File: src/rtl/fdd_pkg.sv
// fdd_pkg: shared constants, types and helpers for the floppy read-data path.
//   win_len   : data-window length in clk28 cycles for the selected encoding
//   clamp_adj : phase error -> bounded window-length correction
package fdd_pkg;
  localparam int WIN_MFM  = 56;   // 2 us at 28 MHz
  localparam int WIN_FM   = 112;  // 4 us at 28 MHz
  localparam int RAWR_LEN = 7;    // 250 ns read-data strobe
  localparam int LOCK_TOL = 6;
  localparam int LOCK_CNT = 16;
  localparam int LOSS_WIN = 8;

  localparam int ERR_W  = 8;
  localparam int CNT_W  = 8;
  localparam int LOCK_W = $clog2(LOCK_CNT + 1);
  localparam int LOSS_W = $clog2(LOSS_WIN + 1);
  localparam int RAWR_W = $clog2(RAWR_LEN);

  typedef logic signed [ERR_W-1:0] err_t;
  typedef logic        [CNT_W-1:0] cnt_t;

  localparam err_t MAX_ADJ = err_t'(4);

  function automatic cnt_t win_len(input logic m);
    return m ? cnt_t'(WIN_MFM) : cnt_t'(WIN_FM);
  endfunction

  // Quarter of the phase error, bounded so one bad pulse cannot yank the loop.
  function automatic err_t clamp_adj(input err_t err);
    err_t a;
    a = err >>> 2;
    if (a > MAX_ADJ)  return MAX_ADJ;
    if (a < -MAX_ADJ) return -MAX_ADJ;
    return a;
  endfunction
endpackage

File: src/rtl/sync_fall.sv
// sync_fall: 2-FF synchroniser plus registered falling-edge detector.
//   clk  : sampling clock
//   rst  : synchronous reset, active high (flops preset to idle-high)
//   din  : asynchronous active-low input
//   fall : one-cycle pulse, 3 clk edges after din falls
module sync_fall (
  input  logic clk,
  input  logic rst,
  input  logic din,
  output logic fall
);
  // sh[1:0] synchronise, sh[2] is the previous synchronised value
  logic [2:0] sh;

  always_ff @(posedge clk) begin
    if (rst) begin
      sh   <= 3'b111;
      fall <= 1'b0;
    end else begin
      sh   <= {sh[1:0], din};
      fall <= sh[2] & ~sh[1];
    end
  end
endmodule

File: src/rtl/fdd_data_separator.sv
// fdd_data_separator: digital PLL data separator for the floppy read line.
//   clk28     : 28 MHz system clock
//   rst       : synchronous reset, active high
//   en        : drive selected and motor on; 0 freezes the loop
//   mfm       : 1 = MFM window, 0 = FM window (taken at window wrap)
//   fd_rdat   : raw drive read data, async, active-low pulses
//   vg_rclk   : recovered read clock, toggles on every window wrap
//   vg_rawr_n : cleaned read-data strobe, active low
//   locked    : loop lock indicator
module fdd_data_separator
  import fdd_pkg::*;
(
  input  logic clk28,
  input  logic rst,
  input  logic en,
  input  logic mfm,
  input  logic fd_rdat,
  output logic vg_rclk,
  output logic vg_rawr_n,
  output logic locked
);
  logic pulse;

  sync_fall u_sync (
    .clk  (clk28),
    .rst  (rst),
    .din  (fd_rdat),
    .fall (pulse)
  );

  cnt_t              cnt, term;
  logic              win_mfm;   // encoding of the window in progress
  logic              seen;      // a pulse was already accepted this window
  logic [LOCK_W-1:0] lock_cnt, lock_nx;
  logic [LOSS_W-1:0] loss_cnt, loss_nx;
  logic [RAWR_W-1:0] rawr_left;
  logic              locked_nx;

  logic wrap, accept, in_tol;
  cnt_t win_cur, pos, term_adj;
  err_t err, adj, abs_err;

  always_comb begin
    wrap    = (cnt == term);
    // A pulse coincident with the wrap belongs to the new window at cnt=0.
    win_cur = win_len(wrap ? mfm : win_mfm);
    pos     = wrap ? '0 : cnt;
    err     = err_t'(pos) - err_t'(win_cur >> 1);
    adj     = clamp_adj(err);
    term_adj = win_cur - cnt_t'(1) + cnt_t'(adj);
    abs_err = err[ERR_W-1] ? -err : err;
    in_tol  = (abs_err <= err_t'(LOCK_TOL));
    accept  = pulse & en & (wrap | ~seen);

    lock_nx   = lock_cnt;
    loss_nx   = loss_cnt;
    locked_nx = locked;
    if (!en) begin
      lock_nx   = '0;
      loss_nx   = '0;
      locked_nx = 1'b0;
    end else begin
      // Empty window is counted first; a pulse in the new window then resets it.
      if (wrap && !seen) begin
        if (loss_cnt >= LOSS_W'(LOSS_WIN - 1)) begin
          loss_nx   = LOSS_W'(LOSS_WIN);
          lock_nx   = '0;
          locked_nx = 1'b0;
        end else begin
          loss_nx = loss_cnt + LOSS_W'(1);
        end
      end
      if (accept) begin
        loss_nx = '0;
        if (in_tol) begin
          if (lock_nx != LOCK_W'(LOCK_CNT)) lock_nx = lock_nx + LOCK_W'(1);
          if (lock_nx == LOCK_W'(LOCK_CNT)) locked_nx = 1'b1;
        end else begin
          lock_nx = '0;
        end
      end
    end
  end

  always_ff @(posedge clk28) begin
    if (rst) begin
      cnt       <= '0;
      term      <= win_len(mfm) - cnt_t'(1);
      win_mfm   <= mfm;
      seen      <= 1'b0;
      vg_rclk   <= 1'b0;
      vg_rawr_n <= 1'b1;
      rawr_left <= '0;
      lock_cnt  <= '0;
      loss_cnt  <= '0;
      locked    <= 1'b0;
    end else begin
      if (wrap) begin
        cnt     <= '0;
        vg_rclk <= ~vg_rclk;
        win_mfm <= mfm;
      end else begin
        cnt <= cnt + cnt_t'(1);
      end

      // Correction applies to the current window only; wrap restores nominal.
      if (accept)    term <= term_adj;
      else if (wrap) term <= win_cur - cnt_t'(1);

      seen <= accept | (seen & ~wrap);

      // Strobe is fixed-width and never retriggered while low.
      if (!en) begin
        vg_rawr_n <= 1'b1;
        rawr_left <= '0;
      end else if (accept && vg_rawr_n) begin
        vg_rawr_n <= 1'b0;
        rawr_left <= RAWR_W'(RAWR_LEN - 1);
      end else if (rawr_left != '0) begin
        rawr_left <= rawr_left - RAWR_W'(1);
      end else begin
        vg_rawr_n <= 1'b1;
      end

      lock_cnt <= lock_nx;
      loss_cnt <= loss_nx;
      locked   <= locked_nx;
    end
  end
endmodule

File: config.mk
export PLATFORM = sky130hd
export DESIGN_NAME = fdd_data_separator
export DESIGN_NICKNAME = d
export VERILOG_FILES = /design/src/rtl/fdd_pkg.sv /design/src/rtl/sync_fall.sv /design/src/rtl/fdd_data_separator.sv
export SDC_FILE = /design/constraint.sdc
export NUM_CORES = 1
export LEC_CHECK = 0
export ABC_AREA = 0
export CELL_PAD_IN_SITES_DETAIL_PLACEMENT = 2
export CELL_PAD_IN_SITES_GLOBAL_PLACEMENT = 2
export CORE_UTILIZATION = 34
export DETAILED_ROUTE_END_ITERATION = 7
export PLACE_DENSITY_LB_ADDON = 0.1
export SLEW_MARGIN = 30
export SYNTH_ARGS = -nofsm -noshare
export SYNTH_HDL_FRONTEND = slang
export SYNTH_SLANG_ARGS = --single-unit
File: constraint.sdc
create_clock -name clk28 -period 4.95 [get_ports clk28]
set_clock_uncertainty 0.05 [all_clocks]
set_input_delay 0.99 -clock clk28 [delete_from_list [all_inputs] [get_ports clk28]]
set_output_delay 0.99 -clock clk28 [all_outputs]
set_load 0.005 [all_outputs]
### Yosys cells after proc, flatten, opt, wreduce, memory -nomap -nowiden

Cells that the tools add are included.

* add/sub/neg operators: 9
* $lt $le $gt $ge: 4
* equality and inequality tests: 4
* multiplexer cells: 35
* bitwise logic cells: 11
* reductions and logical operators: 10

Operator list (number)
* $mux 8: 9
* $mux 5: 9
* $sub 7x1->8 const B: 2
* $mux 7: 2
* $mux 1: 12
* $add 8x1->8 const B: 1
* $add 8x8->8: 1
* $eq 8x8->1: 1
* $le 8x4->1 const B: 1
* $neg 8->8: 1
* $sub 8x7->8: 1
* $gt 6x4->1 const B: 1
* $lt 6x3->1 const B: 1
* $mux 3: 2
* $reduce_bool 3->1: 2
* $reduce_or 3->1: 2
* $add 5x1->5 const B: 1
* $eq 5x5->1 const B: 1
* $ne 5x5->1 const B: 1
* $not 1->1: 5
* $add 4x1->4 const B: 1
* $and 1x1->1: 4
* $ge 4x3->1 const B: 1
* $mux 4: 1
* other kinds (7): 10

* bits in registers: 37
* input port bits: 5
* logic and storage cells: 86

### Depth between registers and ports, before layout

* word-level depth: 14
* gate-level depth with buffers: 22

### Cells and area by module

A second synthesis with hierarchy kept.

* cells, all modules: 299
* area total of the unflattened synthesis: 2600.0 sq um

Modules (own cells, without submodules)
* fdd_data_separator: times used 1, cells each 291, area an instance 2493.6 sq um, sequential area each 740.7 sq um
* sync_fall: times used 1, cells each 8, area an instance 106.4 sq um, sequential area each 80.1 sq um

### Worst setup path before layout

No wires, ideal clock.

* kind: reg2reg
* start: register cnt[3]
* end: register term[6], data pin
* data arrival time: 4539 ps
* required time: 4634 ps
* path slack: 95 ps
* cell stages (with the launch flop): 20
* buffers on the path: 1
* clock period less this slack: 4855 ps
* cells stage by stage: dfxtp_1 -> buf_2 -> xor2_1 -> nor4_4 -> and2_2 -> mux2i_1 -> inv_1 -> ha_1 -> and4b_1 -> nor3_1 -> a21oi_1 -> o21bai_2 -> nand4_1 -> ha_1 -> or3_1 -> ha_1 -> nor4b_2 -> o21ai_1 -> a2111oi_0 -> nand4b_1

* cells in the longest elaborated chain, start to end: 12
* elaborated cells on any way between the ends: 20

Ends and longest elaborated chain
* start, declared: RTL line fdd_data_separator.sv:31 `cnt_t cnt, term;`
* start signal, assigned: RTL line fdd_data_separator.sv:103 `cnt <= cnt + cnt_t'(1);`
* $eq 8x8->1: RTL line fdd_data_separator.sv:44 `wrap = (cnt == term);`
* $mux 1
* $mux 7: RTL line fdd_pkg.sv:24 `return m ? cnt_t'(WIN_MFM) : cnt_t'(WIN_FM);`
* $sub 8x7->8: RTL line fdd_data_separator.sv:48 `err = err_t'(pos) - err_t'(win_cur >> 1);`
* $lt 6x3->1: RTL line fdd_pkg.sv:32 `if (a < -MAX_ADJ) return -MAX_ADJ;`
* $mux 1 (2 in series): RTL line fdd_pkg.sv:32
* $mux 8: RTL line fdd_pkg.sv:33 `return a;`
* $mux 8: RTL line fdd_pkg.sv:32
* $add 8x8->8: RTL line fdd_data_separator.sv:50 `term_adj = win_cur - cnt_t'(1) + cnt_t'(adj);`
* $mux 8 (*): RTL line fdd_data_separator.sv:107 `if (accept) term <= term_adj;`
* $mux 8 (*): RTL line fdd_data_separator.sv:86 `if (rst) begin`
* end signal, assigned: RTL line fdd_data_separator.sv:88 `term <= win_len(mfm) - cnt_t'(1);`
* end signal, assigned: RTL line fdd_data_separator.sv:107
* end signal, assigned: RTL line fdd_data_separator.sv:108 `else if (wrap) term <= win_cur - cnt_t'(1);`
* end, declared: RTL line fdd_data_separator.sv:31

Every way passes the cells marked *; elsewhere a longest branch is shown, timed or not. The select of a mux whose other input is x is not followed.
A chain may end at the register's enable or synchronous reset.

### Worst setup path after layout

* start: input mfm
* end: register term[6], data pin

* cells in the longest elaborated chain, start to end: 11
* elaborated cells on any way between the ends: 18

Ends and longest elaborated chain
* start, declared: RTL line fdd_data_separator.sv:16 `input logic mfm,`
* $mux 1
* $mux 7: RTL line fdd_pkg.sv:24
* $sub 8x7->8: RTL line fdd_data_separator.sv:48
* $lt 6x3->1: RTL line fdd_pkg.sv:32
* $mux 1 (2 in series): RTL line fdd_pkg.sv:32
* $mux 8: RTL line fdd_pkg.sv:33
* $mux 8: RTL line fdd_pkg.sv:32
* $add 8x8->8: RTL line fdd_data_separator.sv:50
* $mux 8: RTL line fdd_data_separator.sv:107
* $mux 8 (*): RTL line fdd_data_separator.sv:86

Marked as above.

==> results.json <==
{
  "worstPathRequired_ps": 4940,
  "synth_top_area_share_pct": 24.0,
  "syn-instance-count": 282,
  "antenna_cells": 0,
  "drive_gt1_share_pct": 14.6,
  "relSlewSlack_pct": 65.2,
  "nets": 330,
  "drt-total-wl_um": 6680,
  "cts.sinks": 37,
  "cp-start-kind": "input pin",
  "maxCapViolations": 0,
  "post_drt_wl_per_cell_um": 16.5,
  "vias_per_cell": 5.14,
  "die_area_um2": 7450,
  "clk_pin_slew_ps": 80,
  "hold_path_class": "register to register",
  "critPathSlowestCell": "clkdlybuf4s50_1",
  "max_stage_delay_ps": 480,
  "synth-edff-count": 8,
  "yosysTopAreaCell": "dfxtp_1",
  "crit_top_cell": "ha_1",
  "worst_pin_slew_ps": 520,
  "holdPathStages": 2,
  "area_growth_pct": 16.0,
  "slew_viol_final": 0,
  "seq_area_frac_synth_pct": 34.0,
  "syn_area_um2": 2420,
  "worstSetupPathType": "input pin to register",
  "max_freq_mhz": 213,
  "vias": 2077,
  "synth_nets": 305,
  "antenna_found_initial": 0,
  "htreeDepth": 2,
  "dp_cells": 394,
  "peakVddDrop_mv": 0.0895,
  "drtIter0Drc": 48,
  "hpwlAfterDp_um": 5370,
  "cts_buffers": 5,
  "ys_ff_latch": 37,
  "cts_root_buf": "clkbuf_8",
  "grt-ovfl-total": 0,
  "crit_fanout": 5,
  "grt_max_degree": 16,
  "setup_viol": 0,
  "arrival_ps": 4680,
  "power.leakage_nw": 1.13,
  "synth_top_cells_by_count": "29 x dfxtp_1, 29 x nor2_1, 28 x nand2_1, 18 x ha_1, 16 x xor2_1",
  "hold_violations": 0,
  "rr_startpoint": "cnt[6]",
  "r2r_slack_ps": 320,
  "yosys-top-cells-area": "dfxtp_1 24%, edfxtp_1 9.9%, ha_1 9.3%, xor2_1 5.8%, nor2_1 4.5%",
  "fp.dieH_um": 86.3,
  "power_density_nw_per_um2": 224,
  "reg2reg_depth": 18,
  "fin_hold_ws_ps": 363,
  "fillerInstances": 804,
  "instances_no_fill": 404,
  "grt_pass1_vias": 2231,
  "whs_endpoint": "u_sync.fall",
  "cts_buffer_depth": 2,
  "finalCritPeriodShare_pct": 94.7,
  "die_x_um": 86.3,
  "gp_congestion": 0.765,
  "outcome": "completed",
  "rr_endpoint": "term[6]",
  "pin_count": 8,
  "hold_start": "u_sync.sh[2]",
  "drt_pass1_iterations": 4,
  "avgSynthCellArea_um2": 8.57,
  "cts_tree": "yes",
  "total_power_uw": 629,
  "ys.flop_type": "dfxtp_1",
  "initial_core_util_pct": 35.4,
  "fp-row-count": 30,
  "drcViolationCount": 0,
  "cp-end-kind": "register",
  "grt_first_pass_wirelength_um": 11300,
  "yosysWarnings": 0,
  "track_usage_pct": 19.8,
  "route.antenna.remaining_nets": 0,
  "synth_cell_types": 56,
  "core_area_um2": 6830,
  "cp_cell_sequence": "clkdlybuf4s50_1, mux2i_2, inv_1, ha_1, and4b_1, o31ai_1, a21oi_1, o21bai_2, inv_2, ha_1, or3_1, ha_1, nor4b_2, o21ai_1, a2111oi_0, nand4b_1",
  "clk_latency_ps": 290,
  "fin_crit_ps": 4690,
  "async_flop_share_pct": 0,
  "io_buffers": 7
}
==> where the power goes <==
part           internal (mW)  switching (mW)
clock network         0.0997           0.112
logic                 0.0405          0.0572
registers              0.315         0.00426
==> cell families (layout without fill, tap and decap cells) <==
group | count (synthesis) | in the layout | synth area share [%]
fa+ha+maj | 18 | 18 | 9.32
simple gates | 112 | 112 | 24.3
mux | 7 | 7 | 3.00
flops | 37 | 37 | 34.0
compound gates | 64 | 64 | 17.4
buf+inv | 20 | 46 | 3.26
xor+xnor | 24 | 24 | 8.70
==> layout make-up <==
type | instances | area [µm²] | area share [%]
multi-input combinational | 225 | 1530 | 54.4
sequential | 37 | 822 | 29.3
timing repair buffer | 25 | 205 | 7.31
tap | 96 | 120 | 4.28
clock buffer | 7 | 76.3 | 2.72
inverter | 13 | 48.8 | 1.74
clock inverter | 1 | 7.51 | 0.268
==> layer usage <==
| metal | wire (µm) | vias up | GRT usage, % |
|---|---|---|---|
| met5 | 0 | - | 0 |
| met4 | 95 | 0 | 5.61 |
| met3 | 131 | 6 | 3.24 |
| met2 | 3470 | 17 | 36.7 |
| met1 | 2990 | 1013 | 23.3 |
| li1 | - | 1041 | - |
==> placed cells by master, fill, tap and decap left out, drive strengths merged, types with 8 or more instances in the layout <==
cell	n
xnor2	8
ha	18
o21ai	16
inv	13
edfxtp	8
a21oi	16
buf	18
xor2	16
dfxtp	29
nand3	14
nor2	29
nand2	29
==> state kept, by name, indices dropped and copies added, names as in the netlist, 3 cells and up <==
signal	count
cnt	8
term	8
lock_cnt	5
loss_cnt	4
rawr_left	3
u_sync.sh	3
==> repair_timing <==
| item | 4_1_cts | 5_1_grt |
|---|---|---|
| endpoints found under the setup margin | 0 | 2 |
| resized for setup | 0 | 4 |
| hold buffers | 0 | 0 |
| buffers inserted | 0 | 2 |
==> worst max path at each step <==
| stage | from | endpoint | slack [ps] |
|---|---|---|---|
| after floorplan | cnt[3] | term[6] | 100 |
| after global routing | term[1] | term[6] | -2 |
| after detailed placement | mfm | term[6] | 70 |
| after CTS | cnt[6] | term[6] | 90 |
| after global placement | mfm | term[6] | 220 |
| final | mfm | term[6] | 260 |
==> through the flow <==
stage          instance area, µm²  TNS, ps  util [%]  worst slack (ps)
2_1_floorplan                2420        0         -              95.0
3_3_place_gp                 2700        0      39.5               223
3_5_place_dp                 2700        0      39.5              67.0
4_1_cts                      2780        0      40.7              87.5
5_1_grt                      2810    -2.41      41.1             -2.41
6_report                     2810        0      41.1               264
==> worst max-delay path: cells and delay by family <==
family / cells / cell delay [ps]
AND/OR/NAND/NOR: 4 / 990
AO/OA/AOI/OAI: 5 / 910
adder cells (fa/ha/maj): 3 / 870
buffers and inverters: 3 / 710
multiplexers: 1 / 220
Power figures use the tool's default switching activity.
